File: src/rtl/mem_port_arbiter.sv
`default_nettype none
// ============================================================================
//  Module      : mem_port_arbiter
//  Description : Shares one single-ported, variable-latency memory between the
//                instruction-fetch port and the load/store data port. Data has
//                priority; a starvation counter forces a fetch grant after
//                STARVE_MAX consecutive data grants with a fetch waiting. A
//                watchdog aborts any access whose ack does not arrive within
//                TIMEOUT cycles and raises a sticky error flag.
//  Revision    : 1.0 - initial release
// ----------------------------------------------------------------------------
//  Ports
//    clk_i        clock, rising edge
//    rst_i        asynchronous reset, active-low
//    i_req_i      fetch request (level, held until i_ready_o)
//    i_addr_i     fetch address
//    i_ready_o    one-cycle fetch completion pulse
//    i_rdata_o    fetched word, valid with i_ready_o
//    d_req_i      data request (level, held until d_ready_o)
//    d_we_i       1 = store, 0 = load
//    d_addr_i     data address
//    d_wdata_i    store data
//    d_ready_o    one-cycle data completion pulse
//    d_rdata_o    load data, valid with d_ready_o
//    mem_req_o    memory request, held until ack or abort
//    mem_we_o     memory write enable
//    mem_addr_o   memory address
//    mem_wdata_o  memory write data
//    mem_ack_i    memory completion pulse
//    mem_rdata_i  memory read data, valid with mem_ack_i
//    err_o        sticky watchdog-abort flag, cleared only by reset
// ============================================================================
module mem_port_arbiter #(
  parameter int ADDR_W     = 32,
  parameter int DATA_W     = 32,
  parameter int STARVE_MAX = 4,
  parameter int TIMEOUT    = 64
) (
  input  logic              clk_i,
  input  logic              rst_i,
  input  logic              i_req_i,
  input  logic [ADDR_W-1:0] i_addr_i,
  output logic              i_ready_o,
  output logic [DATA_W-1:0] i_rdata_o,
  input  logic              d_req_i,
  input  logic              d_we_i,
  input  logic [ADDR_W-1:0] d_addr_i,
  input  logic [DATA_W-1:0] d_wdata_i,
  output logic              d_ready_o,
  output logic [DATA_W-1:0] d_rdata_o,
  output logic              mem_req_o,
  output logic              mem_we_o,
  output logic [ADDR_W-1:0] mem_addr_o,
  output logic [DATA_W-1:0] mem_wdata_o,
  input  logic              mem_ack_i,
  input  logic [DATA_W-1:0] mem_rdata_i,
  output logic              err_o
);

  localparam logic [3:0] C_STARVE_MAX = 4'(STARVE_MAX);
  localparam logic [7:0] C_WD_LAST    = 8'(TIMEOUT - 1);

  typedef enum logic [1:0] {
    S_IDLE = 2'd0,
    S_BUSY = 2'd1,
    S_DONE = 2'd2
  } state_t;

  state_t              state_q;
  logic                owner_q;     // 1: data port owns the access, 0: fetch
  logic [3:0]          starve_q;
  logic [3:0]          starve_d;
  logic [7:0]          wd_q;
  logic                mem_req_q;
  logic                mem_we_q;
  logic [ADDR_W-1:0]   mem_addr_q;
  logic [DATA_W-1:0]   mem_wdata_q;
  logic                i_ready_q;
  logic                d_ready_q;
  logic [DATA_W-1:0]   i_rdata_q;
  logic [DATA_W-1:0]   d_rdata_q;
  logic                err_q;

  logic                grant_data;
  logic                grant_fetch;
  logic                finish;
  logic [DATA_W-1:0]   fill_data;

  // Arbitration and starvation bookkeeping; only acted upon in IDLE.
  always_comb begin
    grant_data  = d_req_i & (~i_req_i | (starve_q < C_STARVE_MAX));
    grant_fetch = i_req_i & ~grant_data;
    starve_d    = starve_q;
    if (grant_fetch) begin
      starve_d = '0;
    end else if (grant_data) begin
      if (!i_req_i) begin
        starve_d = '0;
      end else if (starve_q != C_STARVE_MAX) begin
        starve_d = starve_q + 4'd1;
      end
    end
  end

  // An ack on the watchdog's final cycle takes precedence over the abort.
  always_comb begin
    finish    = mem_ack_i | (wd_q == C_WD_LAST);
    fill_data = mem_ack_i ? mem_rdata_i : '0;
  end

  always_ff @(posedge clk_i or negedge rst_i) begin
    if (!rst_i) begin
      state_q     <= S_IDLE;
      owner_q     <= 1'b0;
      starve_q    <= '0;
      wd_q        <= '0;
      mem_req_q   <= 1'b0;
      mem_we_q    <= 1'b0;
      mem_addr_q  <= '0;
      mem_wdata_q <= '0;
      i_ready_q   <= 1'b0;
      d_ready_q   <= 1'b0;
      i_rdata_q   <= '0;
      d_rdata_q   <= '0;
      err_q       <= 1'b0;
    end else begin
      case (state_q)
        S_IDLE: begin
          if (grant_data || grant_fetch) begin
            owner_q     <= grant_data;
            starve_q    <= starve_d;
            wd_q        <= '0;
            mem_req_q   <= 1'b1;
            mem_we_q    <= grant_data & d_we_i;
            mem_addr_q  <= grant_data ? d_addr_i : i_addr_i;
            mem_wdata_q <= grant_data ? d_wdata_i : '0;
            state_q     <= S_BUSY;
          end
        end

        S_BUSY: begin
          if (finish) begin
            mem_req_q <= 1'b0;
            if (!mem_ack_i) begin
              err_q <= 1'b1;
            end
            // Stores leave the load-data register untouched.
            if (!mem_we_q) begin
              if (owner_q) begin
                d_rdata_q <= fill_data;
              end else begin
                i_rdata_q <= fill_data;
              end
            end
            if (owner_q) begin
              d_ready_q <= 1'b1;
            end else begin
              i_ready_q <= 1'b1;
            end
            state_q <= S_DONE;
          end else begin
            wd_q <= wd_q + 8'd1;
          end
        end

        S_DONE: begin
          // No arbitration here: the requester updates req on this edge.
          i_ready_q <= 1'b0;
          d_ready_q <= 1'b0;
          wd_q      <= '0;
          state_q   <= S_IDLE;
        end

        default: begin
          state_q <= S_IDLE;
        end
      endcase
    end
  end

  assign i_ready_o   = i_ready_q;
  assign i_rdata_o   = i_rdata_q;
  assign d_ready_o   = d_ready_q;
  assign d_rdata_o   = d_rdata_q;
  assign mem_req_o   = mem_req_q;
  assign mem_we_o    = mem_we_q;
  assign mem_addr_o  = mem_addr_q;
  assign mem_wdata_o = mem_wdata_q;
  assign err_o       = err_q;

endmodule
`default_nettype wire
File: config.mk
export PLATFORM = sky130hd
export DESIGN_NAME = mem_port_arbiter
export DESIGN_NICKNAME = d
export VERILOG_FILES = /design/src/rtl/mem_port_arbiter.sv
export SDC_FILE = /design/constraint.sdc
export NUM_CORES = 1
export LEC_CHECK = 0
export BUFFER_PORTS_ARGS = -buffer_cell sky130_fd_sc_hd__buf_2
export CORE_MARGIN = 2
export CORE_UTILIZATION = 54
export DETAILED_ROUTE_END_ITERATION = 6
export HOLD_SLACK_MARGIN = 0.02
export PLACE_DENSITY = 0.86
export SLEW_MARGIN = 30
export SYNTH_ARGS = -nofsm -noshare
export SYNTH_HDL_FRONTEND = slang
export SYNTH_SLANG_ARGS = --single-unit
File: constraint.sdc
create_clock -name clk_i -period 3.9 [get_ports clk_i]
set_input_delay 0.39 -clock clk_i [delete_from_list [all_inputs] [get_ports clk_i]]
set_output_delay 0.39 -clock clk_i [all_outputs]
set_load 0.02 [all_outputs]
==> impl_metrics.py, run 1 <==
metrics = {
    "floorplanning": {
        "die_y_um": 121,
        "dieArea_mm2": 0.0147,
        "fp.dieW_um": 121,
        "core_mm2": 0.0133,
        "fp-row-count": 42,
        "initial_core_util_pct": 55.7,
        "io_pins": 267,
    },
    "setup_path": {
        "path_class": "in2reg",
        "crit_path_top_delay_cell": "clkinv_1",
        "cpPeakStageDelay_ns": 0.97,
        "critPathCaptureType": "flop",
        "cp.arrival_ns": 2.59,
        "crit_path_start_kind": "input port",
        "worstPathCellList": "buf_2 -> clkinv_1 -> o2111ai_1 -> nand3_1",
        "crit_fanout": 40,
        "critical_path_required_ns": 4.18,
    },
    "logic_synthesis": {
        "syn_avg_cell_area_um2": 10.2,
        "mappedNetlistArea_mm2": 0.00744,
        "synth_mux_area_share_pct": 8.62,
        "synth_ff_type": "dfrtp_1",
        "syn_nets": 868,
        "async_flop_share_pct": 100,
        "synthAdderAreaFrac_pct": 0.505,
        "ys_types": 51,
        "ys_ff_latch": 148,
        "synthCells": 731,
        "synth-compound-area-share_pct": 18.2,
        "synth_top_family_by_area": "compound AO/OA/AOI/OAI gates",
        "synth-warning-count": 0,
        "synth-seq-area-share_pct": 49.8,
        "yosys.area_share.simple_pct": 14.3,
        "synth-xor-area-share_pct": 0,
        "synth-edff-count": 0,
    },
    "finish": {
        "final_cells": 1145,
        "antenna_cells": 0,
        "final_cell_mix": "265 x buf_2, 148 x dfrtp_1, 89 x o21ai_0",
        "drive_above_1_share_pct": 33.8,
        "nNetsFinal": 1093,
        "fillCellCount": 986,
        "fin_util_pct": 70.1,
        "area_growth_pct": 25.9,
        "layout_commonest_cell": "buf_2",
    },
    "routing": {
        "drt-initial-drc-count": 551,
        "wl_per_cell_um": 17.2,
        "wl_mm": 19.7,
        "remaining_drc_errors": 0,
        "vias_per_cell": 5.72,
        "firstDrtPassIters": 5,
        "antenna_left": 0,
        "routed-via-count": 6545,
    },
    "cts": {
        "numCtsBuffers": 17,
        "path_clk_slew_ns": 0.06,
        "cts_buffer_depth": 2,
        "cts_tree": "done",
        "postCtsResizedCells": 0,
        "clock_latency_ns": 0.41,
        "ctsHoldBuffers": 0,
        "numClockSinks": 148,
        "h-tree-depth": 4,
        "post-cts-setup-buffers": 0,
        "cts_root_buf": "clkbuf_16",
    },
    "global_routing": {
        "antenna_found_initial": 1,
        "grt_usage_pct": 26.8,
        "grt_pass1_vias": 6110,
        "grt_max_degree": 99,
        "grt_pass1_wl_mm": 31.1,
        "grt_overflow_total": 0,
    },
    "timing": {
        "tns_ns": 0,
        "fmax_mhz": 433,
        "relSlewSlack_pct": 37.0,
        "period_needed_ns": 2.31,
        "fin_crit_sh_pct": 59.2,
        "rsz0062_at_grt": "no",
        "final_max_slew_viol_count": 0,
        "fin_skew_ns": 0.00889,
        "hold_viol_final": 0,
        "worstMarginPinSlew_ns": 0.939,
        "finalSetupViolCount": 0,
        "holdWs_ns": 0.0505,
    },
    "place": {
        "gp_congestion": 0.808,
        "hpwl_mm": 12.7,
        "io_buffers": 266,
        "dp_cells": 1113,
    },
    "power_and_ir_drop": {
        "ir_drop_mv": 0.390,
        "p_switching_uw": 2760,
        "power.density_mw_per_mm2": 749,
        "p_comb_share_pct": 39.2,
        "internal_power_uw": 4250,
        "power_frac_clock_pct": 25.1,
        "p_leak_uw": 0.00456,
        "seq_power_share_pct": 35.7,
        "p_total_uw": 7010,
        "switching_share_pct": 39.4,
    },
    "run_status": {
        "status": "finished clean",
    },
    "run": {
        "maxCapViolations": 0,
    },
    "worst_hold_path": {
        "hp-class": "in2async",
    },
}
==> worst max-delay path, delay by kind of cell <==
| kind | cells | cell delay (ns) |
|---|---|---|
| and+or+nand+nor | 1 | 0.12 |
| buffers and inverters | 2 | 1.55 |
| AOI/OAI and AO/OA | 1 | 0.49 |
==> logic make-up after synthesis <==
family | count (synthesis)
flip-flops | 148
buffers and inverters | 141
adder cells (fa/ha/maj) | 3
AND/OR/NAND/NOR | 177
multiplexers | 64
AO/OA/AOI/OAI | 198
==> through the flow <==
stage	cell area (µm²)	worst slack (ns)
after floorplan	7440	2.29
after global placement	8710	1.42
after detailed placement	8720	1.41
after CTS	9360	1.72
after global routing	9360	1.40
final	9360	1.59
==> Yosys cell counts (34+ instances only) <==
cell type,instances,area (µm²)
dfrtp_1,148,3700
o21ai_0,89,445
inv_1,72,270
nand3_1,67,335
mux2i_1,64,641
clkbuf_1,43,161
nand4_1,35,219
o2bb2ai_1,35,307
and2_1,34,213
o2111ai_1,34,298
==> power by group through the flow <==
stage | clock network [µW] | logic [µW] | registers [µW]
2_1_floorplan | 0 | 1210 | 3140
3_3_place_gp | 0 | 2700 | 2490
3_5_place_dp | 0 | 2760 | 2500
4_1_cts | 1790 | 2760 | 2500
5_1_grt | 1860 | 2980 | 2580
6_report | 1760 | 2750 | 2500
==> path summary, 6_finish.rpt <==
kind | start | endpoint | slack (ns) | depth (start not counted)
setup / recovery | d_req_i | mem_addr_o[26] | 1.59 | 4
hold / removal | rst_i | d_rdata_o[0] | 0.05 | 1
setup reg to reg | wd_q[0] | i_rdata_o[18] | 1.72 | 5
hold reg to reg | err_o | err_o | 0.47 | 1
max in group asynchronous | rst_i | mem_addr_o[26] | 2.97 | 2
min in group clk_i | d_wdata_i[16] | mem_wdata_o[16] | 0.21 | 3
==> per-layer routing <==
metal	global-route usage, %	part of all wire [%]	up-vias
li1	-	-	3099
met1	35.6	42	3126
met2	42.7	49	295
met3	7.05	8.1	25
met4	9.34	1.7	0
met5	0	0	-
==> cell type report <==
cell class | count | area [µm²] | area share, %
Sequential cell | 148 | 3700 | 39.6
Multi-Input combinational cell | 442 | 3110 | 33.2
Timing Repair Buffer | 275 | 1420 | 15.2
Clock buffer | 25 | 495 | 5.29
Inverter | 72 | 270 | 2.89
Tap cell | 176 | 220 | 2.35
Clock inverter | 7 | 144 | 1.54
==> flip-flops by register name, summed over array words and instances, names as in the netlist <==
register,flops
mem_req_o,1
i_ready_o,1
mem_addr_o,32
d_rdata_o,32
state_q,2
wd_q,8
owner_q,1
i_rdata_o,32
err_o,1
mem_wdata_o,32
starve_q,4
d_ready_o,1
mem_we_o,1
Note: power is estimated with default switching activity, not from simulation.
==> run 2: changes to the inputs <==
--- a/config.mk
+++ b/config.mk
@@ -7,10 +7,10 @@
 export LEC_CHECK = 0
 export BUFFER_PORTS_ARGS = -buffer_cell sky130_fd_sc_hd__buf_2
 export CORE_MARGIN = 2
-export CORE_UTILIZATION = 54
+export CORE_UTILIZATION = 50
 export DETAILED_ROUTE_END_ITERATION = 6
 export HOLD_SLACK_MARGIN = 0.02
-export PLACE_DENSITY = 0.86
+export PLACE_DENSITY = 0.8
 export SLEW_MARGIN = 30
 export SYNTH_ARGS = -nofsm -noshare
 export SYNTH_HDL_FRONTEND = slang
==> constraint.sdc (replaced) <==
create_clock -name clk_i -period 2.4 [get_ports clk_i]
set_input_delay 0.24 -clock clk_i [delete_from_list [all_inputs] [get_ports clk_i]]
set_output_delay 0.24 -clock clk_i [all_outputs]
set_load 0.02 [all_outputs]
==> impl_metrics.py, run 2 (same netlist as run 1, synthesis figures left out) <==
metrics = {
    "routing": {
        "wl_mm": 19.8,
        "remaining_drc_errors": 0,
        "firstDrtPassIters": 5,
        "antenna_left": 0,
        "routed-via-count": 6540,
        "wl_per_cell_um": 17.1,
        "vias_per_cell": 5.64,
        "drt-initial-drc-count": 572,
    },
    "run_status": {
        "status": "finished clean",
    },
    "timing": {
        "tns_ns": 0,
        "worstMarginPinSlew_ns": 0.737,
        "finalSetupViolCount": 0,
        "hold_viol_final": 0,
        "fin_skew_ns": 0.00911,
        "final_max_slew_viol_count": 0,
        "rsz0062_at_grt": "no",
        "fmax_mhz": 532,
        "period_needed_ns": 1.88,
        "fin_crit_sh_pct": 78.3,
        "relSlewSlack_pct": 50.8,
    },
    "power_and_ir_drop": {
        "p_switching_uw": 4510,
        "internal_power_uw": 6640,
        "power.density_mw_per_mm2": 1190,
        "power_frac_clock_pct": 23.2,
        "p_comb_share_pct": 40.1,
        "switching_share_pct": 40.4,
        "ir_drop_mv": 0.667,
        "p_leak_uw": 0.00459,
        "seq_power_share_pct": 36.7,
    },
    "setup_path": {
        "path_class": "reg2reg",
        "cp.arrival_ns": 2.13,
        "critical_path_required_ns": 2.66,
        "rr_worst_depth": 4,
        "cpPeakStageDelay_ns": 0.63,
        "crit_end": "starve_q[1]",
        "r2r-start": "state_q[0]",
        "worstPathCellList": "buf_4 -> nor2_4 -> nand2_2 -> o21ai_0",
        "critPathCaptureType": "flop",
        "r2r_end": "starve_q[1]",
        "crit_path_start_kind": "flop",
        "crit_path_top_delay_cell": "dfrtp_1",
        "reg2reg_slack_ns": 0.52,
        "crit_fanout": 37,
        "crit_start": "state_q[0]",
    },
    "cts": {
        "numClockSinks": 148,
        "postCtsResizedCells": 0,
        "numCtsBuffers": 17,
        "h-tree-depth": 4,
        "clock_latency_ns": 0.41,
        "cts_buffer_depth": 2,
        "cts_root_buf": "clkbuf_16",
        "path_clk_slew_ns": 0.06,
        "cts_tree": "done",
    },
    "floorplanning": {
        "core_mm2": 0.0145,
        "fp.dieW_um": 126,
        "io_pins": 267,
        "dieArea_mm2": 0.0159,
        "fp-row-count": 44,
        "initial_core_util_pct": 51.2,
        "die_y_um": 126,
    },
    "finish": {
        "multi_input_area_mm2": 0.00310,
        "nNetsFinal": 1101,
        "antenna_cells": 0,
        "layout_commonest_cell": "buf_2",
        "design_area_mm2": 0.00941,
        "area_growth_pct": 26.5,
        "fillCellCount": 1178,
        "drive_above_1_share_pct": 34.5,
        "regArea_mm2": 0.00370,
        "final_cell_mix": "265 x buf_2, 148 x dfrtp_1, 89 x o21ai_0",
    },
    "global_routing": {
        "grt_pass1_vias": 6291,
        "antenna_found_initial": 2,
        "grt_overflow_total": 0,
        "grt_pass1_wl_mm": 32.2,
        "grt_max_degree": 100,
        "grt_usage_pct": 24.9,
    },
    "place": {
        "gp_congestion": 0.846,
        "hpwl_mm": 12.9,
        "dpl_cell_area_mm2": 0.00882,
        "io_buffers": 266,
    },
    "worst_hold_path": {
        "hp-class": "in2reg",
    },
    "run": {
        "maxCapViolations": 0,
    },
}
[run 2: changes by cell type in the layout (fill, tap and decap cells not counted), sizes merged]
| cell | change |
|---|---|
| bufinv | -2 |
| clkinvlp | +2 |
| buf | +8 |
| clkbuf | -7 |
| clkinv | +3 |
| inv | +2 |
| dlygate4sd3 | +1 |
[run 2: critical path, delay by kind of cell (launching register included)]
family | cells | cell delay, ns
compound gates | 1 | 0.21
buf+inv | 1 | 0.25
flops | 1 | 0.63
simple gates | 2 | 0.61
[run 2: power groups by stage]
stage / logic (µW) / registers [µW] / clock network, µW
final: 4470 / 4100 / 2590
after global routing: 4840 / 4220 / 2770
after CTS: 4500 / 4090 / 2640
after detailed placement: 4500 / 4100 / 0
after global placement: 4400 / 4080 / 0
after floorplan: 1970 / 5100 / 0
[run 2: metal layers]
metal	global-route usage, %	up-vias	wire, µm
li1	-	3106	-
met3	6.58	23	1430
met2	39.4	277	9530
met4	7.05	2	213
met5	0	-	13
met1	34.2	3132	8650
[run 2: how the worst min path moves through the flow]
| stage | startpoint | to | cells past startpoint |
|---|---|---|---|
| 2_1_floorplan | rst_i | d_rdata_o[0] | 0 |
| 5_1_grt | d_wdata_i[26] | mem_wdata_o[26] | 3 |
| 3_5_place_dp | rst_i | d_rdata_o[11] | 1 |
| 4_1_cts | d_wdata_i[21] | mem_wdata_o[21] | 3 |
| 3_3_place_gp | rst_i | d_rdata_o[11] | 1 |
| 6_report | d_wdata_i[21] | mem_wdata_o[21] | 3 |
[run 2: final cells by class]
class	instances	share of cell area (%)
Tap cell	184	2.45
Multi-Input combinational cell	442	32.9
Clock buffer	19	4.71
Inverter	72	2.87
Timing Repair Buffer	283	16.3
Sequential cell	148	39.4
Clock inverter	12	1.40
[run 2: repair_timing]
item	CTS	global route
buffers inserted	0	0
hold endpoints to repair	72	0
setup endpoints to repair	0	0
hold buffers	1	0
[run 2: per-stage QoR]
stage	hold slack [ns]	worst slack (ns)	total power [µW]	std cells	util (%)
detailed placement	0.318	0.537	8610	1128	60.7
floorplan	-0.0556	0.788	7060	731	-
global placement	0.316	0.564	8490	1128	60.7
CTS	0.0456	0.522	11200	1160	64.7
global route	0.0538	0.322	11800	1160	64.7
finish	0.0664	0.522	11200	1160	64.7
